==> src/rtl/ha_sched_pkg.sv <==
// Shared channel ids, display codes and the 13-entry default schedule
// for the programmable home-automation sensor scanner.
package ha_sched_pkg;

    typedef logic [2:0] ch_t;
    typedef logic [2:0] disp_t;

    localparam ch_t CH_FD   = 3'd0;
    localparam ch_t CH_RD   = 3'd1;
    localparam ch_t CH_FA   = 3'd2;
    localparam ch_t CH_W    = 3'd3;
    localparam ch_t CH_TEMP = 3'd4;
    // Ids from CH_IDLE up to 7 are idle slots.
    localparam ch_t CH_IDLE = 3'd5;

    localparam disp_t DISP_NONE = 3'd0;
    localparam disp_t DISP_FD   = 3'd1;
    localparam disp_t DISP_RD   = 3'd2;
    localparam disp_t DISP_FA   = 3'd3;
    localparam disp_t DISP_W    = 3'd4;
    localparam disp_t DISP_HEAT = 3'd5;
    localparam disp_t DISP_COOL = 3'd6;

    localparam int DEF_LEN = 13;
    localparam ch_t DEF_SCHED [DEF_LEN] = '{
        CH_FD, CH_RD, CH_FA, CH_FD, CH_W, CH_RD, CH_FD,
        CH_FA, CH_TEMP, CH_FD, CH_RD, CH_W, CH_FA
    };

    // Tables longer than the default repeat it from the start.
    function automatic ch_t default_ch(input int idx);
        logic [3:0] k;
        k = 4'(idx % DEF_LEN);
        return DEF_SCHED[k];
    endfunction

endpackage

==> src/rtl/ha_temp_hyst.sv <==
// Heater/cooler mode registers with threshold hysteresis; modes only
// update on cycles where i_en (the TEMP-slot strobe) is high.
module ha_temp_hyst #(
    parameter int ST_W   = 7,
    parameter int T_LOW  = 50,
    parameter int T_HIGH = 70,
    parameter int HYST   = 2
) (
    input  logic            i_clk,
    input  logic            i_rst,
    input  logic            i_en,
    input  logic [ST_W-1:0] i_st,
    output logic            o_heat_nxt,
    output logic            o_cool_nxt,
    output logic            o_heater,
    output logic            o_cooler
);

    localparam int ST_MAX = (1 << ST_W) - 1;

    if (T_LOW + HYST > ST_MAX) begin : g_bad_low
        $error("ha_temp_hyst: T_LOW+HYST overflows ST_W bits");
    end
    if (T_HIGH > ST_MAX || T_HIGH < HYST) begin : g_bad_high
        $error("ha_temp_hyst: T_HIGH out of range for ST_W/HYST");
    end

    localparam logic [ST_W-1:0] C_LOW      = ST_W'(T_LOW);
    localparam logic [ST_W-1:0] C_HIGH     = ST_W'(T_HIGH);
    localparam logic [ST_W-1:0] C_HEAT_OFF = ST_W'(T_LOW + HYST);
    localparam logic [ST_W-1:0] C_COOL_OFF = ST_W'(T_HIGH - HYST);

    logic r_heater;
    logic r_cooler;
    logic w_heat;
    logic w_cool;

    // Turning one mode on always clears the other, so both can never be set.
    always_comb begin
        w_heat = r_heater;
        w_cool = r_cooler;
        if (i_st < C_LOW) begin
            w_heat = 1'b1;
            w_cool = 1'b0;
        end else if (i_st > C_HIGH) begin
            w_cool = 1'b1;
            w_heat = 1'b0;
        end else begin
            if (i_st >= C_HEAT_OFF) w_heat = 1'b0;
            if (i_st <= C_COOL_OFF) w_cool = 1'b0;
        end
    end

    always_ff @(negedge i_clk) begin
        if (i_rst) begin
            r_heater <= 1'b0;
            r_cooler <= 1'b0;
        end else if (i_en) begin
            r_heater <= w_heat;
            r_cooler <= w_cool;
        end
    end

    assign o_heat_nxt = w_heat;
    assign o_cool_nxt = w_cool;
    assign o_heater   = r_heater;
    assign o_cooler   = r_cooler;

endmodule

==> src/rtl/ha_sched_scanner.sv <==
// Programmable sensor scanner: a slot pointer walks a writable schedule table.
// Optional build macro HA_FIRE_PREEMPT_EN makes SFA checked in every slot.
module ha_sched_scanner
    import ha_sched_pkg::*;
#(
    parameter int SLOTS  = 13,
    parameter int ST_W   = 7,
    parameter int T_LOW  = 50,
    parameter int T_HIGH = 70,
    parameter int HYST   = 2
) (
    input  logic            Clk,
    input  logic            Rst,
    input  logic            SFD,
    input  logic            SRD,
    input  logic            SW,
    input  logic            SFA,
    input  logic [ST_W-1:0] ST,
    input  logic            sched_we,
    input  logic [3:0]      sched_addr,
    input  logic [2:0]      sched_data,
    input  logic            alarm_ack,
    output logic            fdoor,
    output logic            rdoor,
    output logic            winbuzz,
    output logic            alarmbuzz,
    output logic            heater,
    output logic            cooler,
    output logic [2:0]      display,
    output logic [3:0]      slot_idx
);

    if (SLOTS < 2 || SLOTS > 16) begin : g_bad_slots
        $error("ha_sched_scanner: SLOTS must be 2..16");
    end

    localparam int         IDX_W   = $clog2(SLOTS);
    localparam logic [3:0] LP_LAST = 4'(SLOTS - 1);
    localparam logic [4:0] LP_SLOTS = 5'(SLOTS);

    ch_t        r_table [SLOTS];
    logic [3:0] r_slot;
    logic       r_fdoor;
    logic       r_rdoor;
    logic       r_winbuzz;
    logic       r_alarm;
    disp_t      r_display;
    logic [3:0] r_slot_idx;

    ch_t        w_ch;
    logic       w_temp_en;
    logic       w_fire_set;
    logic       w_alarm_nxt;
    logic       w_wr_ok;
    logic [3:0] w_slot_nxt;
    logic       w_fd;
    logic       w_rd;
    logic       w_win;
    disp_t      w_disp;
    logic       w_heat_nxt;
    logic       w_cool_nxt;
    logic       w_heater;
    logic       w_cooler;

    assign w_ch       = r_table[r_slot[IDX_W-1:0]];
    assign w_temp_en  = (w_ch == CH_TEMP);
    assign w_slot_nxt = (r_slot == LP_LAST) ? 4'd0 : r_slot + 4'd1;
    assign w_wr_ok    = sched_we && ({1'b0, sched_addr} < LP_SLOTS);

`ifdef HA_FIRE_PREEMPT_EN
    assign w_fire_set = SFA;
`else
    assign w_fire_set = SFA && (w_ch == CH_FA);
`endif

    // Set has priority; ack only clears once the sensor itself has dropped.
    assign w_alarm_nxt = w_fire_set ? 1'b1 :
                         (alarm_ack && !SFA) ? 1'b0 : r_alarm;

    ha_temp_hyst #(
        .ST_W   (ST_W),
        .T_LOW  (T_LOW),
        .T_HIGH (T_HIGH),
        .HYST   (HYST)
    ) u_temp (
        .i_clk      (Clk),
        .i_rst      (Rst),
        .i_en       (w_temp_en),
        .i_st       (ST),
        .o_heat_nxt (w_heat_nxt),
        .o_cool_nxt (w_cool_nxt),
        .o_heater   (w_heater),
        .o_cooler   (w_cooler)
    );

    always_comb begin
        w_fd   = 1'b0;
        w_rd   = 1'b0;
        w_win  = 1'b0;
        w_disp = DISP_NONE;
        case (w_ch)
            CH_FD: if (SFD) begin
                w_fd   = 1'b1;
                w_disp = DISP_FD;
            end
            CH_RD: if (SRD) begin
                w_rd   = 1'b1;
                w_disp = DISP_RD;
            end
            CH_W: if (SW) begin
                w_win  = 1'b1;
                w_disp = DISP_W;
            end
            CH_FA: if (SFA) w_disp = DISP_FA;
            CH_TEMP: begin
                if (w_heat_nxt)      w_disp = DISP_HEAT;
                else if (w_cool_nxt) w_disp = DISP_COOL;
            end
            default: w_disp = DISP_NONE;
        endcase
`ifdef HA_FIRE_PREEMPT_EN
        if (SFA) w_disp = DISP_FA;
`endif
    end

    always_ff @(negedge Clk) begin
        if (Rst) begin
            for (int i = 0; i < SLOTS; i++) r_table[i] <= default_ch(i);
            r_slot     <= 4'd0;
            r_fdoor    <= 1'b0;
            r_rdoor    <= 1'b0;
            r_winbuzz  <= 1'b0;
            r_alarm    <= 1'b0;
            r_display  <= DISP_NONE;
            r_slot_idx <= 4'd0;
        end else begin
            if (w_wr_ok) r_table[sched_addr[IDX_W-1:0]] <= sched_data;
            r_slot     <= w_slot_nxt;
            r_fdoor    <= w_fd;
            r_rdoor    <= w_rd;
            r_winbuzz  <= w_win;
            r_alarm    <= w_alarm_nxt;
            r_display  <= w_disp;
            r_slot_idx <= r_slot;
        end
    end

    assign fdoor     = r_fdoor;
    assign rdoor     = r_rdoor;
    assign winbuzz   = r_winbuzz;
    assign alarmbuzz = r_alarm;
    assign heater    = w_heater;
    assign cooler    = w_cooler;
    assign display   = r_display;
    assign slot_idx  = r_slot_idx;

endmodule

==> config.mk <==
export PLATFORM = sky130hd
export DESIGN_NAME = ha_sched_scanner
export DESIGN_NICKNAME = d
export VERILOG_FILES = /design/src/rtl/ha_sched_pkg.sv /design/src/rtl/ha_temp_hyst.sv /design/src/rtl/ha_sched_scanner.sv
export SDC_FILE = /design/constraint.sdc
export NUM_CORES = 1
export LEC_CHECK = 0
export ABC_CLOCK_PERIOD_IN_PS = 4720
export BUFFER_PORTS_ARGS = -buffer_cell sky130_fd_sc_hd__buf_2
export CAP_MARGIN = 20
export CORE_MARGIN = 8
export CORE_UTILIZATION = 55
export DETAILED_ROUTE_END_ITERATION = 8
export PLACE_DENSITY_LB_ADDON = 0.15
export SLEW_MARGIN = 20
export SYNTH_ARGS = -nofsm -noshare
export SYNTH_HDL_FRONTEND = slang
export SYNTH_SLANG_ARGS = --single-unit
export TNS_END_PERCENT = 5
==> constraint.sdc <==
create_clock -name Clk -period 4.72 [get_ports Clk]
set_input_delay 0.236 -clock Clk [delete_from_list [all_inputs] [get_ports Clk]]
set_output_delay 0.236 -clock Clk [all_outputs]
set_load 0.05 [all_outputs]
==> impl_metrics.csv, run 1 <==
group,metric,value,unit
outcome,status,"completed",
hold_path,hp-start,"u_temp.o_cooler",
floorplan,core_area,5510,um^2
clock_tree,clockBufferDepth,2,
layout,regArea,1780,um^2
clock_tree,cts_sinks,65,
floorplan,initial_core_util,56.6,%
floorplan,die_area,8340,um^2
synthesis,synth-seq-area-share,57.1,%
sta,slew_headroom,28.2,%
place,hpwl,4.38,mm
sta,worst_slack,0.778,ns
floorplan,std_cell_rows,27,
layout,final_cells,441,
synthesis,yosys-top-cells-area,"edfxtp_1 (46%), dfxtp_1 (11%), mux2i_1 (4.8%), mux4_1 (4.2%), and2_1 (3.6%)",
detailed_routing,drtAntennaViolNets,0,
place,place_ws,0.386,ns
synthesis,synth.distinct_cells,50,
clock_tree,cts_resized,0,
critical_path,worstPathMaxFanout,9,
critical_path,crit_top_cell,"or3_1",
sta,final-setup-viol-count,0,
sta,rsz0062_at_grt,"false",
synthesis,synth_edf_count,48,
synthesis,syn_inst,261,
synthesis,yosysTopAreaCell,"edfxtp_1",
power,peakVddDrop,0.231,mV
synthesis,yosys_warnings,0,
critical_path,crit_chain,"buf_2, nand2b_1, or3_1, or3_1, or2_2",
place,portBuffers,34,
floorplan,die_y,91.3,um
flow_run,max_cap_violations,0,
critical_path,crit_family,"simple AND/OR/NAND/NOR gates",
sta,fin_tns_setup,0,ns
layout,fin_nets,388,
synthesis,yosysMostFrequentCell,"edfxtp_1",
place,place_inst,361,
clock_tree,htreeDepth,3,
clock_tree,numCtsBuffers,9,
detailed_routing,wl_per_cell,15.1,um
grt,antenna_found_initial,0,
detailed_routing,vias,2306,
critical_path,critPathSlowestCell,"or3_1",
clock_tree,tritoncts,"built",
critical_path,end_kind,"flop",
floorplan,io_pins,35,
power,power,1.57,mW
sta,clock-skew-final,0.0273,ns
synthesis,netlist.area_leader.share,46.2,%
critical_path,setup.worst_path.start,"Rst",
grt,grt_use_total,16.7,%
detailed_routing,drt_iter0_drc,137,
synthesis,syn_area,3120,um^2
critical_path,max_stage_delay,0.47,ns
hold_path,min_path_type,"reg -> reg",
clock_tree,cts-root-buf,"clkbuf_8",
detailed_routing,dr.pass1.iters,4,
layout,drive_gt1_share,20.9,%
synthesis,syn_avg_cell_area,12.0,um^2
place,routabilityCongestion,0.802,
power,power_density,413,nW/um^2
sta,hold_viol,0,
grt,overflow,0,
sta,tightest_slew,1.08,ns
grt,grt_pass1_vias,2561,
critical_path,critPathRequiredTime,2.49,ns
critical_path,r2r-start,"r_slot[2]",
clock_tree,clkLatencyLatePin,0.40,ns
sta,report.final.slew_viol_count,0,
critical_path,path_buf_inv,1,
synthesis,yosys-top-cells-count,"edfxtp_1 (48), nor2_1 (20), and2_1 (18), dfxtp_1 (17), mux2i_1 (15)",
clock_tree,clk_pin_slew_worst_paths,0.04,ns
power,power_leakage,1.71,nW
clock_tree,ctsHoldBuffers,0,
detailed_routing,drc_errors,0,
critical_path,start_kind,"input port",
layout,area_growth,22.0,%
layout,design_area,3800,um^2
critical_path,arrival,1.71,ns
synthesis,async_flop_share,0,%
detailed_routing,drt_wl_total,6.65,mm
grt,grt_pass1_wl,11.0,mm
layout,fill_cells,428,
synthesis,yosys_register_bits,65,
floorplan,die_x,91.3,um
place,dpl-instance-area,3350,um^2
detailed_routing,via_per_inst,5.23,
layout,antenna_cells,0,
synthesis,synth_ff_type,"edfxtp_1",
layout,multi_input_area,1270,um^2
clock_tree,cts_setup_buffers,0,
grt,grt_max_degree,31,
critical_path,critPathKind,"in -> reg",
==> power breakdown <==
group	internal [mW]	leakage (nW)	switching (mW)	total [mW]
clock	0.369	0.452	0.368	0.737
combinational	0.0635	0.650	0.0995	0.163
sequential	0.652	0.604	0.0196	0.672
total	1.08	1.71	0.487	1.57
==> state kept, by name, summed over array words and instances (netlist names), 3 cells and up <==
signal / flops
r_table: 48
r_slot: 4
slot_idx: 4
display: 3
==> layer usage <==
| metal | up-vias | GRT usage (%) | wire length, um |
|---|---|---|---|
| met5 | - | 0 | 0 |
| met4 | 0 | 10.9 | 101 |
| met3 | 9 | 7.90 | 481 |
| met2 | 66 | 27.7 | 3370 |
| met1 | 1081 | 16.6 | 2690 |
| li1 | 1150 | - | - |
==> layout make-up <==
type / count / share of cell area (%)
inverters: 8 / 0.789
well taps: 72 / 2.37
clock inverters: 72 / 8.81
flip-flops and latches: 65 / 46.8
repair buffers: 35 / 4.67
clock buffers: 9 / 3.26
multi-input cells: 180 / 33.3
==> kinds of logic after synthesis <==
kind of cell             synth area share (%)
AO/OA/AOI/OAI                            6.38
multiplexers                             11.2
other                                   0.120
AND/OR/NAND/NOR                          20.9
flip-flops                               57.1
buffers and inverters                    3.25
adder cells (fa/ha/maj)                  1.12
==> through the flow <==
stage                     hold slack, ns  utilization (%)
final                              0.494             69.1
after global routing               0.516             69.1
after CTS                          0.501             69.1
after detailed placement           0.497             60.8
after global placement             0.493             60.8
after floorplan                    0.571                -
==> worst register-to-register path, stage by stage, from the launching register on <==
cell	delay, ns
dfxtp_1	1.02
mux4_2	0.45
mux2_4	0.32
a211oi_2	0.22
a31o_4	0.16
nand2_4	0.07
mux2_4	0.31
==> layout by cell type, fill, tap and decap left out, drive strengths merged, types with 2 or more instances in the layout <==
| cell type | instances |
|---|---|
| ha | 2 |
| buf | 35 |
| mux2i | 16 |
| and3 | 3 |
| nand2 | 15 |
| a22oi | 3 |
| a211oi | 2 |
| bufinv | 2 |
| mux2 | 2 |
| dfxtp | 17 |
| nand2b | 6 |
| mux4 | 6 |
| nor2 | 20 |
| nor3 | 14 |
| or2 | 14 |
| nor2b | 3 |
| a31o | 3 |
| edfxtp | 48 |
| or3 | 11 |
| conb | 9 |
| nand3 | 4 |
| and2 | 18 |
| a21oi | 5 |
| clkinvlp | 2 |
| o21ai | 4 |
| clkbuf | 9 |
| inv | 75 |
| nand4 | 3 |
==> path summary, 6_finish.rpt <==
kind	to	cells after the start	slack, ns
worst max-delay path	r_table[4][0]	5	0.78
worst min-delay path	u_temp.o_cooler	2	0.49
worst max register to register	u_temp.o_heater	6	2.04
worst min register to register	u_temp.o_cooler	2	0.49
No activity file was read; power rests on OpenSTA's default activity.
==> run 2: changes to the inputs <==
ABC_CLOCK_PERIOD_IN_PS = 4070   (was 4720)
clock period = 4.07 ns   (was 4.72 ns; I/O delays follow)
==> run 2 against run 1 <==
- clock skew is 0.012 ns lower
- sequential power increased by 15%
- largest power group unchanged
- die area unchanged
- core utilization grew 0.55 points
- highest routed layer unchanged
- via count is 2.8% higher
- largest cell class unchanged
- count of clock-buffer cells in the layout is the same
- first-iteration DRC count shrank 39%
==> impl_metrics.csv, run 2 (synthesized netlist as in run 1, its figures left out) <==
group,metric,value,unit
outcome,status,"completed",
sta,rsz0062_at_grt,"false",
layout,fin_nets,392,
floorplan,initial_core_util,56.6,%
critical_path,arrival,1.48,ns
sta,hold_viol,0,
critical_path,path_buf_inv,1,
layout,regMostFlops,"r_table",
floorplan,die_area,8340,um^2
sta,worst_slack,0.679,ns
critical_path,crit_top_cell,"or3_1",
flow_run,max_cap_violations,0,
detailed_routing,drtAntennaViolNets,0,
detailed_routing,drt_iter0_drc,84,
place,portBuffers,34,
clock_tree,tritoncts,"built",
floorplan,core_area,5510,um^2
sta,tightest_slew,0.566,ns
clock_tree,numCtsBuffers,9,
critical_path,crit_family,"simple AND/OR/NAND/NOR gates",
critical_path,max_stage_delay,0.36,ns
critical_path,critPathRequiredTime,2.16,ns
grt,grt_util_met2,27.4,%
critical_path,crit_chain,"buf_2, nand2b_1, or3_1, or3_1, or2_2",
power,power_density,476,nW/um^2
power,power_frac_clock,46.8,%
layout,area_growth,22.9,%
clock_tree,clk_pin_slew_worst_paths,0.04,ns
sta,holdWs,0.507,ns
critical_path,critPathKind,"in -> reg",
clock_tree,clkLatencyLatePin,0.39,ns
place,routabilityCongestion,0.785,
grt,busiest_layer,"met2",
critical_path,critPathSlowestCell,"or3_1",
detailed_routing,dr.pass1.iters,4,
hold_path,min_path_type,"reg -> reg",
floorplan,std_cell_rows,27,
grt,use_met3,9.05,%
place,hpwl,4.55,mm
detailed_routing,drt_wl_total,6.77,mm
clock_tree,cts-root-buf,"clkbuf_8",
detailed_routing,drc_errors,0,
sta,final-setup-viol-count,0,
power,power,1.82,mW
critical_path,worstPathMaxFanout,4,
floorplan,die_x,91.3,um
clock_tree,htreeDepth,3,
sta,clock-skew-final,0.0150,ns
layout,design_area,3830,um^2
sta,report.final.slew_viol_count,0,
place,place_ws,0.293,ns
layout,final_cells,445,
power,power.share.sequential,42.5,%
detailed_routing,via_per_inst,5.33,
floorplan,io_pins,35,
grt,grt_use_total,16.9,%
power,switchingPower,0.565,mW
clock_tree,cts_setup_buffers,0,
power,combPwrFrac,10.7,%
layout,drive_gt1_share,21.7,%
grt,antenna_found_initial,0,
floorplan,die_y,91.3,um
clock_tree,cts_sinks,65,
clock_tree,cts_resized,0,
critical_path,start_kind,"input port",
detailed_routing,vias,2370,
clock_tree,ctsHoldBuffers,0,
layout,final_common_cell,"inv_1",
sta,slew_headroom,62.2,%
clock_tree,clockBufferDepth,2,
layout,antenna_cells,0,
power,peakVddDrop,0.254,mV
detailed_routing,wl_per_cell,15.2,um
layout,utilization,69.6,%
place,place_inst,365,
grt,grt_pass1_wl,11.0,mm
power,p_int,1.26,mW
grt,overflow,0,
power,switching_share,31.0,%
layout,largest_reg_flops,48,
grt,grt_max_degree,31,
sta,fin_tns_setup,0,ns
place,dpl-instance-area,3380,um^2
layout,final_cell_mix,"inv_1 (73), edfxtp_1 (48), buf_2 (34), nor2_1 (20), and2_1 (18)",
critical_path,end_kind,"flop",
power,power_leakage,1.73,nW
grt,grt_pass1_vias,2445,
grt,grt_util_met1,16.4,%
## run 2: power groups by stage
| stage | combinational, mW | sequential (mW) | clock [mW] |
|---|---|---|---|
| finish | 0.195 | 0.775 | 0.853 |
| floorplan | 0.122 | 0.800 | 0.0971 |
| CTS | 0.195 | 0.776 | 0.881 |
| global route | 0.212 | 0.778 | 0.949 |
| global placement | 0.191 | 0.782 | 0.0971 |
| detailed placement | 0.194 | 0.784 | 0.0971 |
## run 2: area by class of cell
cell class	count	area (um^2)
repair buffers	39	208
clock inverters	72	335
flip-flops and latches	65	1780
fillers	451	1670
multi-input cells	180	1270
clock buffers	9	124
well taps	72	90.1
inverters	8	30.0
## run 2: final timing paths
check	start	endpoint	slack, ns	depth (start not counted)
worst min register to register	u_temp.o_cooler	u_temp.o_cooler	0.51	2
worst max register to register	r_slot[1]	u_temp.o_heater	1.59	6
worst min-delay path	u_temp.o_cooler	u_temp.o_cooler	0.51	2
worst max-delay path	Rst	r_table[4][0]	0.68	5
## run 2: tightest hold or removal path, stage by stage (launching register included)
cell	delay (ns)
dfxtp_1	0.31
nand2b_1	0.07
mux2i_1	0.07
## run 2: per-layer routing
layer / vias up / share of wire [%]
li1: 1156 / -
met1: 1114 / 39
met2: 88 / 51
met3: 12 / 8.4
met4: 0 / 1.5
met5: - / 0
==> run 3: changes to the inputs <==
ABC_CLOCK_PERIOD_IN_PS = 3000   (was 4070)
CORE_UTILIZATION = 52   (was 55)
clock period = 3 ns   (was 4.07 ns; I/O delays follow)
==> run 3 against run 2 <==
- critical path depth stayed put
- combinational power grew 37%
- wire length down 4.3%
- register-to-register slack worse by 0.84 ns
- power is 33% higher
- critical path type unchanged
- critical endpoint is now r_table[4][1]
- highest routed layer unchanged
==> impl_metrics.csv, run 3 (synthesized netlist as in run 1, its figures left out) <==
group,metric,value,unit
outcome,status,"completed",
clock_tree,cts_resized,0,
layout,multi_input_area,1270,um^2
layout,fin_nets,400,
clock_tree,htreeDepth,3,
layout,regMostFlops,"r_table",
critical_path,r2r_end,"alarmbuzz",
power,power_leakage,1.77,nW
detailed_routing,dr.pass1.iters,4,
sta,rsz0062_at_grt,"false",
critical_path,crit_family,"simple AND/OR/NAND/NOR gates",
power,power_frac_clock,45.5,%
layout,final_cells,456,
detailed_routing,drt_wl_total,6.48,mm
floorplan,initial_core_util,53.3,%
critical_path,crit_chain,"buf_2, nand2b_1, or3_1, or3_4, or2_2",
layout,fill_cells,456,
critical_path,max_stage_delay,0.35,ns
power,switching_share,32.2,%
grt,grt_pass1_vias,2519,
power,power,2.42,mW
critical_path,path_buf_inv,1,
critical_path,r2r_cells,7,
layout,largest_reg_flops,48,
clock_tree,cts_setup_buffers,0,
detailed_routing,drc_errors,0,
sta,report.final.slew_viol_count,0,
grt,busiest_layer,"met2",
detailed_routing,wl_per_cell,14.2,um
clock_tree,tritoncts,"built",
place,routabilityCongestion,0.759,
sta,hold_viol,0,
detailed_routing,vias,2354,
grt,antenna_found_initial,0,
critical_path,end_kind,"flop",
grt,grt_use_total,16.1,%
critical_path,start_kind,"input port",
grt,grt_util_met2,25.1,%
floorplan,core_area,5850,um^2
critical_path,critPathSlowestCell,"or3_4",
place,hpwl,4.52,mm
grt,grt_util_met1,16.6,%
grt,overflow,0,
power,peakVddDrop,0.329,mV
power,p_int,1.64,mW
power,power.share.sequential,43.4,%
power,power_density,622,nW/um^2
clock_tree,ctsHoldBuffers,0,
critical_path,arrival,1.41,ns
critical_path,cp_num_cells,5,
clock_tree,numCtsBuffers,9,
clock_tree,cts_sinks,65,
clock_tree,clk_pin_slew_worst_paths,0.03,ns
floorplan,die_y,93.5,um
detailed_routing,drt_iter0_drc,77,
detailed_routing,drtAntennaViolNets,0,
sta,clock-skew-final,0.0234,ns
floorplan,std_cell_rows,28,
critical_path,worstPathMaxFanout,4,
place,place_inst,376,
power,combPwrFrac,11.1,%
layout,antenna_cells,0,
critical_path,critPathKind,"in -> reg",
sta,worst_slack,0.208,ns
layout,utilization,66.4,%
grt,grt_max_degree,31,
layout,final_cell_mix,"inv_1 (73), edfxtp_1 (48), buf_2 (34), nor2_1 (20), and2_1 (18)",
place,portBuffers,34,
critical_path,endpoint,"r_table[4][1]",
floorplan,io_pins,35,
critical_path,r2r_slack,0.75,ns
clock_tree,cts-root-buf,"clkbuf_8",
floorplan,die_x,93.5,um
critical_path,r2r-start,"r_slot[2]",
sta,holdWs,0.493,ns
place,place_ws,-0.177,ns
clock_tree,clockBufferDepth,2,
power,switchingPower,0.779,mW
layout,final_common_cell,"inv_1",
hold_path,min_path_type,"reg -> reg",
flow_run,max_cap_violations,0,
critical_path,setup.worst_path.start,"Rst",
sta,final-setup-viol-count,0,
critical_path,critPathRequiredTime,1.62,ns
layout,drive_gt1_share,23.6,%
detailed_routing,via_per_inst,5.16,
grt,grt_pass1_wl,10.9,mm
layout,area_growth,24.6,%
grt,use_met3,8.33,%
floorplan,die_area,8730,um^2
clock_tree,clkLatencyLatePin,0.40,ns
layout,regArea,1780,um^2
==> run 3: changes by cell type in the layout (fill, tap and decap cells not counted) <==
cell / delta
clkinvlp_2: -2
or3_1: -1
inv_4: +2
inv_8: +1
or3_4: +1
buf_4: +8
bufinv_16: -1
==> run 3: power groups by stage <==
| stage | Combinational, mW | Sequential, mW | Clock (mW) |
|---|---|---|---|
| after floorplan | 0.166 | 1.08 | 0.132 |
| after global placement | 0.266 | 1.06 | 0.132 |
| after detailed placement | 0.269 | 1.06 | 0.132 |
| after CTS | 0.270 | 1.05 | 1.13 |
| after global routing | 0.293 | 1.05 | 1.24 |
| final | 0.268 | 1.05 | 1.10 |
==> run 3: routing by layer <==
metal	up-vias	part of all wire, %
li1	1176	-
met3	11	7.9
met5	-	0
met2	72	49
met4	0	1.7
met1	1095	42
==> run 3: how the worst min path moves through the flow <==
stage	from	to	slack, ns	cells after the start
6_report	u_temp.o_cooler	u_temp.o_cooler	0.49	2
2_1_floorplan	r_slot[0]	r_slot[0]	0.57	2
4_1_cts	u_temp.o_cooler	u_temp.o_cooler	0.50	2
3_3_place_gp	u_temp.o_cooler	u_temp.o_cooler	0.49	2
3_5_place_dp	u_temp.o_cooler	u_temp.o_cooler	0.49	2
5_1_grt	u_temp.o_cooler	u_temp.o_cooler	0.55	2
==> run 3: area by class of cell <==
| type | instances | share of cell area, % |
|---|---|---|
| clock inverters | 72 | 8.21 |
| repair buffers | 47 | 6.89 |
| inverters | 8 | 0.772 |
| multi-input cells | 180 | 32.7 |
| clock buffers | 9 | 3.19 |
| flip-flops and latches | 65 | 45.8 |
| well taps | 75 | 2.41 |
==> run 3: through the flow <==
| stage | setup TNS, ns | cell area (um^2) |
|---|---|---|
| finish | 0 | 3890 |
| global placement | -1.05 | 3450 |
| floorplan | -0.274 | 3160 |
| detailed placement | -1.35 | 3450 |
| global route | 0 | 3890 |
| CTS | 0 | 3890 |
==> run 3: tightest hold or removal path: cells and delay by family, from the launching register on <==
| kind | cells | cell delay (ns) |
|---|---|---|
| flip-flops | 1 | 0.31 |
| AND/OR/NAND/NOR | 1 | 0.07 |
| multiplexers | 1 | 0.06 |
